==> src/rtl/bin_to_bcd_seq.sv <==
// rtl/bin_to_bcd_seq.sv - sequential shift-add-3 binary-to-BCD converter with overflow flag
// Optional leading-zero blank flags are built only when BCD_BLANK_EN is defined.
module bin_to_bcd_seq #(
  parameter int WIDTH  = 14,
  parameter int DIGITS = 4
) (
  input  logic                  clock,
  input  logic                  resetn,
  input  logic                  start,
  input  logic [WIDTH-1:0]      bin,
  output logic                  busy,
  output logic                  done,
  output logic [4*DIGITS-1:0]   bcd,
  output logic                  overflow,
  output logic [DIGITS-1:0]     blank
);

  localparam int BW = 4 * DIGITS;
  localparam int CW = $clog2(WIDTH + 1);

  typedef enum logic {IDLE, SHIFT} state_t;

  state_t          state;
  logic [WIDTH-1:0] bin_sr;
  logic [BW-1:0]    acc;
  logic [BW-1:0]    adj;
  logic [BW-1:0]    acc_nxt;
  logic             ovf_acc;
  logic             ovf_nxt;
  logic [CW-1:0]    cnt;
  logic             last_shift;

  // A carry out of the top digit means the partial value already reached
  // 10^DIGITS; it only grows from there, so a sticky OR is a complete flag.
  always_comb begin
    adj = acc;
    for (int i = 0; i < DIGITS; i++) begin
      if (acc[4*i +: 4] >= 4'd5) begin
        adj[4*i +: 4] = acc[4*i +: 4] + 4'd3;
      end
    end
    acc_nxt = {adj[BW-2:0], bin_sr[WIDTH-1]};
    ovf_nxt = ovf_acc | adj[BW-1];
  end

  assign last_shift = (state == SHIFT) && (cnt == CW'(1));

  always_ff @(posedge clock or negedge resetn) begin
    if (!resetn) begin
      state    <= IDLE;
      busy     <= 1'b0;
      done     <= 1'b0;
      bcd      <= '0;
      overflow <= 1'b0;
      bin_sr   <= '0;
      acc      <= '0;
      ovf_acc  <= 1'b0;
      cnt      <= '0;
    end else begin
      done <= 1'b0;
      if (state == IDLE) begin
        if (start) begin
          bin_sr  <= bin;
          acc     <= '0;
          ovf_acc <= 1'b0;
          cnt     <= CW'(WIDTH);
          busy    <= 1'b1;
          state   <= SHIFT;
        end
      end else begin
        bin_sr  <= {bin_sr[WIDTH-2:0], 1'b0};
        acc     <= acc_nxt;
        ovf_acc <= ovf_nxt;
        cnt     <= cnt - CW'(1);
        if (last_shift) begin
          bcd      <= acc_nxt;
          overflow <= ovf_nxt;
          done     <= 1'b1;
          busy     <= 1'b0;
          state    <= IDLE;
        end
      end
    end
  end

`ifdef BCD_BLANK_EN
  logic [DIGITS-1:0] blank_nxt;

  // Scan from the top digit down; the ones digit is never blanked.
  always_comb begin
    logic zero;
    zero      = 1'b1;
    blank_nxt = '0;
    for (int i = DIGITS - 1; i >= 1; i--) begin
      zero         = zero & (acc_nxt[4*i +: 4] == 4'd0);
      blank_nxt[i] = zero & ~ovf_nxt;
    end
  end

  always_ff @(posedge clock or negedge resetn) begin
    if (!resetn) begin
      blank <= '0;
    end else if (last_shift) begin
      blank <= blank_nxt;
    end
  end
`else
  assign blank = '0;
`endif

endmodule

==> config.mk <==
export PLATFORM = sky130hd
export DESIGN_NAME = bin_to_bcd_seq
export DESIGN_NICKNAME = d
export VERILOG_FILES = /design/src/rtl/bin_to_bcd_seq.sv
export SDC_FILE = /design/constraint.sdc
export NUM_CORES = 1
export LEC_CHECK = 0
export CORE_MARGIN = 3
export CORE_UTILIZATION = 30
export DETAILED_ROUTE_END_ITERATION = 12
export PLACE_DENSITY = 0.5
export SLEW_MARGIN = 20
export SYNTH_ARGS = -nofsm -noshare
export SYNTH_HDL_FRONTEND = slang
export SYNTH_SLANG_ARGS = --single-unit
==> constraint.sdc <==
create_clock -name clock -period 1.6 [get_ports clock]
set_input_delay 0.4 -clock clock [delete_from_list [all_inputs] [get_ports clock]]
set_output_delay 0.4 -clock clock [all_outputs]
set_load 0.01 [all_outputs]
==> results by group <==
Setup path
  • Critical path fanouts, max: 1
  • CP Buf/Inv Count: 1
  • R2R cell count: 6
  • Worst path cell trace: clkdlybuf4s50_1
  • Critical path endpoint: done
  • R2r startpoint: cnt[1]$_DFFE_PN0P_
  • Reg-to-Reg End: bcd[1]$_DFFE_PN0P_
  • Slowest CP cell: clkdlybuf4s50_1
  • Crit. path cell count: 1
  • Reg2reg setup slack: 0.07 ns
  • Crit path DAT: 1.16 ns
  • Crit path required time: 1.20 ns
  • CP Class: reg2out
  • CP Launch Type: register
  • CP top delay family: buffers and inverters
  • CP startpoint: done$_DFF_PN0_
  • Max incr delay on CP: 0.52 ns
  • Crit. End Element: output pin

Pwr
  • VDD IR-drop max: 543 µV
  • LEAKAGE: 1.54 nW
  • Comb power frac: 48.4%
  • Internal Power: 3.87 mW
  • Switching portion of total power: 37.6%
  • Clock group share of total power: 11.7%
  • Sequential share of power: 39.8%
  • Total power: 6.21 mW
  • Switching pwr: 2.34 mW
  • Pwr/cell area: 1850 mW/mm²

Detailed routing
  • Via count: 1872
  • Via-to-Cell Ratio: 4.68
  • Final WL: 5170 µm
  • WL per Instance: 12.9 µm
  • Initial DRC Count: 58
  • Final ANT Viol Nets: 0
  • Drt drc: 0
  • Drt first pass iters: 4

Yosys
  • Post-synthesis compound-gate area fraction: 13.7%
  • Synth Area per Inst: 10.7 µm²
  • Post-Syn Instances: 246
  • Mux cell area share after synthesis: 10.7%
  • Area leader, netlist: dfrtp_1
  • Post-synth top area share: 52.2%
  • Asr flop ratio synth: 100%
  • Area contributors post-synth: dfrtp_1 52%, mux2i_1 6.8%, ha_1 4.7%
  • Synth Area in Adders: 4.75%
  • Main combinational cell family by area after synthesis: compound AO/OA/AOI/OAI gates
  • Post-synth EDFFs: 0
  • #FFs+latches synth: 55
  • Post-Synth XOR/XNOR Area: 1.99%
  • Sequential fraction of the synthesis area: 52.2%
  • Synth cell types: 28
  • Cell Area, Synth: 0.00264 mm²
  • Synth Area in Simple Gates: 11.1%
  • YS warnings: 0
  • Ys flop type: dfrtp_1

STA
  • Hold_ws: 0.0631 ns
  • Final Critical Period: 1.56 ns
  • Slew Viols, Final: 0
  • # setup viols final: 0
  • RSZ-0062 raised after global routing: true
  • Slack of the critical path: 0.0435 ns
  • Worst Skew: 0.00458 ns
  • F_max: 642 MHz
  • Final Hold Fails: 0
  • Fin crit share: 97.3%

Cells and area
  • Area delta synth->final: 27.2%
  • Layout cell share with drive strength beyond 1: 20.3%
  • Antenna cell count: 0
  • Most frequent cells in the layout: 54 x dfrtp_1, 21 x nand2_1, 18 x o21ai_0, 18 x dlygate4sd2_1
  • Fin nets: 323
  • Commonest non-fill, non-tap cell in the layout: dfrtp_1

Global routing
  • Initial antenna violation count: 0
  • Global-route wire length before repair: 8850 µm
  • Gr usage total: 11.0%
  • Maximum number of pins on one net before global-route repair: 56
  • Grt ovf: 0
  • Vias in the first global route: 1875

Clocking
  • H-tree levels: 2
  • CTS clock-pin slew for the worst setup and hold paths: 0.09 ns
  • Inserted Clock Buffers: 5
  • Root buf cell: clkbuf_8
  • TritonCTS clock tree: built
  • Clock sinks: 55
  • Max Buffers Root-to-Sink: 2
  • Hold buffers post-CTS: 0
  • Later-pin clock latency in the skew report: 0.31 ns

Placed design
  • Routability congestion estimate: 0.742
  • Post-DP HPWL: 3430 µm
  • Port Buf Inserts: 35
  • Pre-CTS setup slack: -0.0224 ns

Die
  • FP Rows: 33
  • # IOs: 40
  • Die area: 0.00995 mm²
  • Die Y: 99.7 µm
  • Core ar.: 0.00838 mm²
  • Initial core utilization: 31.5%
  • Die W: 99.7 µm

Job
  • Max-cap viol count: 0

Hold path
  • HP Class: in2async

Status
  • Status: completed
==> layout make-up <==
| class | instances | area (µm²) |
|---|---|---|
| Multi-Input combinational cell | 165 | 1170 |
| Fill cell | 856 | 5030 |
| Timing Repair Buffer | 57 | 559 |
| Clock buffer | 6 | 72.6 |
| Inverter | 12 | 45.0 |
| Tap cell | 105 | 131 |
| Sequential cell | 55 | 1380 |
==> cells by family after synthesis <==
group | Yosys count
buffers and inverters | 29
adders and majority gates | 10
other | 1
xor gates and xnor gates | 6
DFF | 55
and+or+nand+nor | 59
AOI/OAI and AO/OA | 59
muxes | 27
==> per-stage QoR <==
step                      instance area (µm²)  std cells  util, %  TNS (ns)
after global placement                   3200        388     38.1         0
after CTS                                3250        394     38.8         0
after global routing                     3350        400     40.0   -0.0600
after detailed placement                 3200        388     38.1   -0.0224
final                                    3350        400     40.0         0
after floorplan                          2650        249        -         0
==> synth_stat cells, drive strengths merged (3+ instances only) <==
library cell / count
ha: 10
a21o: 7
xnor2: 6
nor2: 12
mux2: 9
inv: 12
nand2: 22
o22ai: 7
nor3: 9
buf: 10
o21ai: 18
mux2i: 18
a21oi: 23
nand2b: 4
nor3b: 8
dfrtp: 55
and3: 3
clkbuf: 7
==> power groups by stage <==
stage                     clock network (mW)  registers [mW]  logic (mW)
after floorplan                            0            2.52        1.83
after global placement                     0            2.47        2.92
after detailed placement                   0            2.49        2.99
after CTS                              0.761            2.46        2.84
after global routing                   0.812            2.57        3.38
final                                  0.729            2.47        3.01
==> flip-flops by register name, indices dropped and copies added, names as in the netlist <==
name and count:
bcd 16, bin_sr 14, done 1, overflow 1, state 1, cnt 4
ovf_acc 1, busy 1, acc 16
==> worst min-delay path by stage <==
| stage | from | to | slack (ns) | depth (start not counted) |
|---|---|---|---|---|
| floorplan | resetn | acc[0]$_DFFE_PN0P_ | 0.10 | 0 |
| global placement | resetn | bcd[12]$_DFFE_PN0P_ | 0.43 | 2 |
| detailed placement | resetn | bcd[12]$_DFFE_PN0P_ | 0.43 | 2 |
| CTS | resetn | bcd[12]$_DFFE_PN0P_ | 0.09 | 2 |
| global route | resetn | bcd[3]$_DFFE_PN0P_ | 0.11 | 2 |
| finish | resetn | bcd[11]$_DFFE_PN0P_ | 0.06 | 2 |
==> repair_timing <==
item                       in CTS  in global routing
buffers inserted                0                  5
pin swaps                       0                  4
setup endpoints to repair      21                 14
gates resized for setup        19                 16
cloned                          0                  1
==> layer usage <==
layer	wire [µm]	global-route usage [%]	up-vias	share of wire, %
met5	0	0	-	0
met4	74	3.47	0	1.4
met3	271	2.88	8	5.2
met2	2320	17.3	37	45
met1	2500	14.7	887	48
li1	-	-	940	-
No activity file was read; power rests on OpenSTA's default activity.
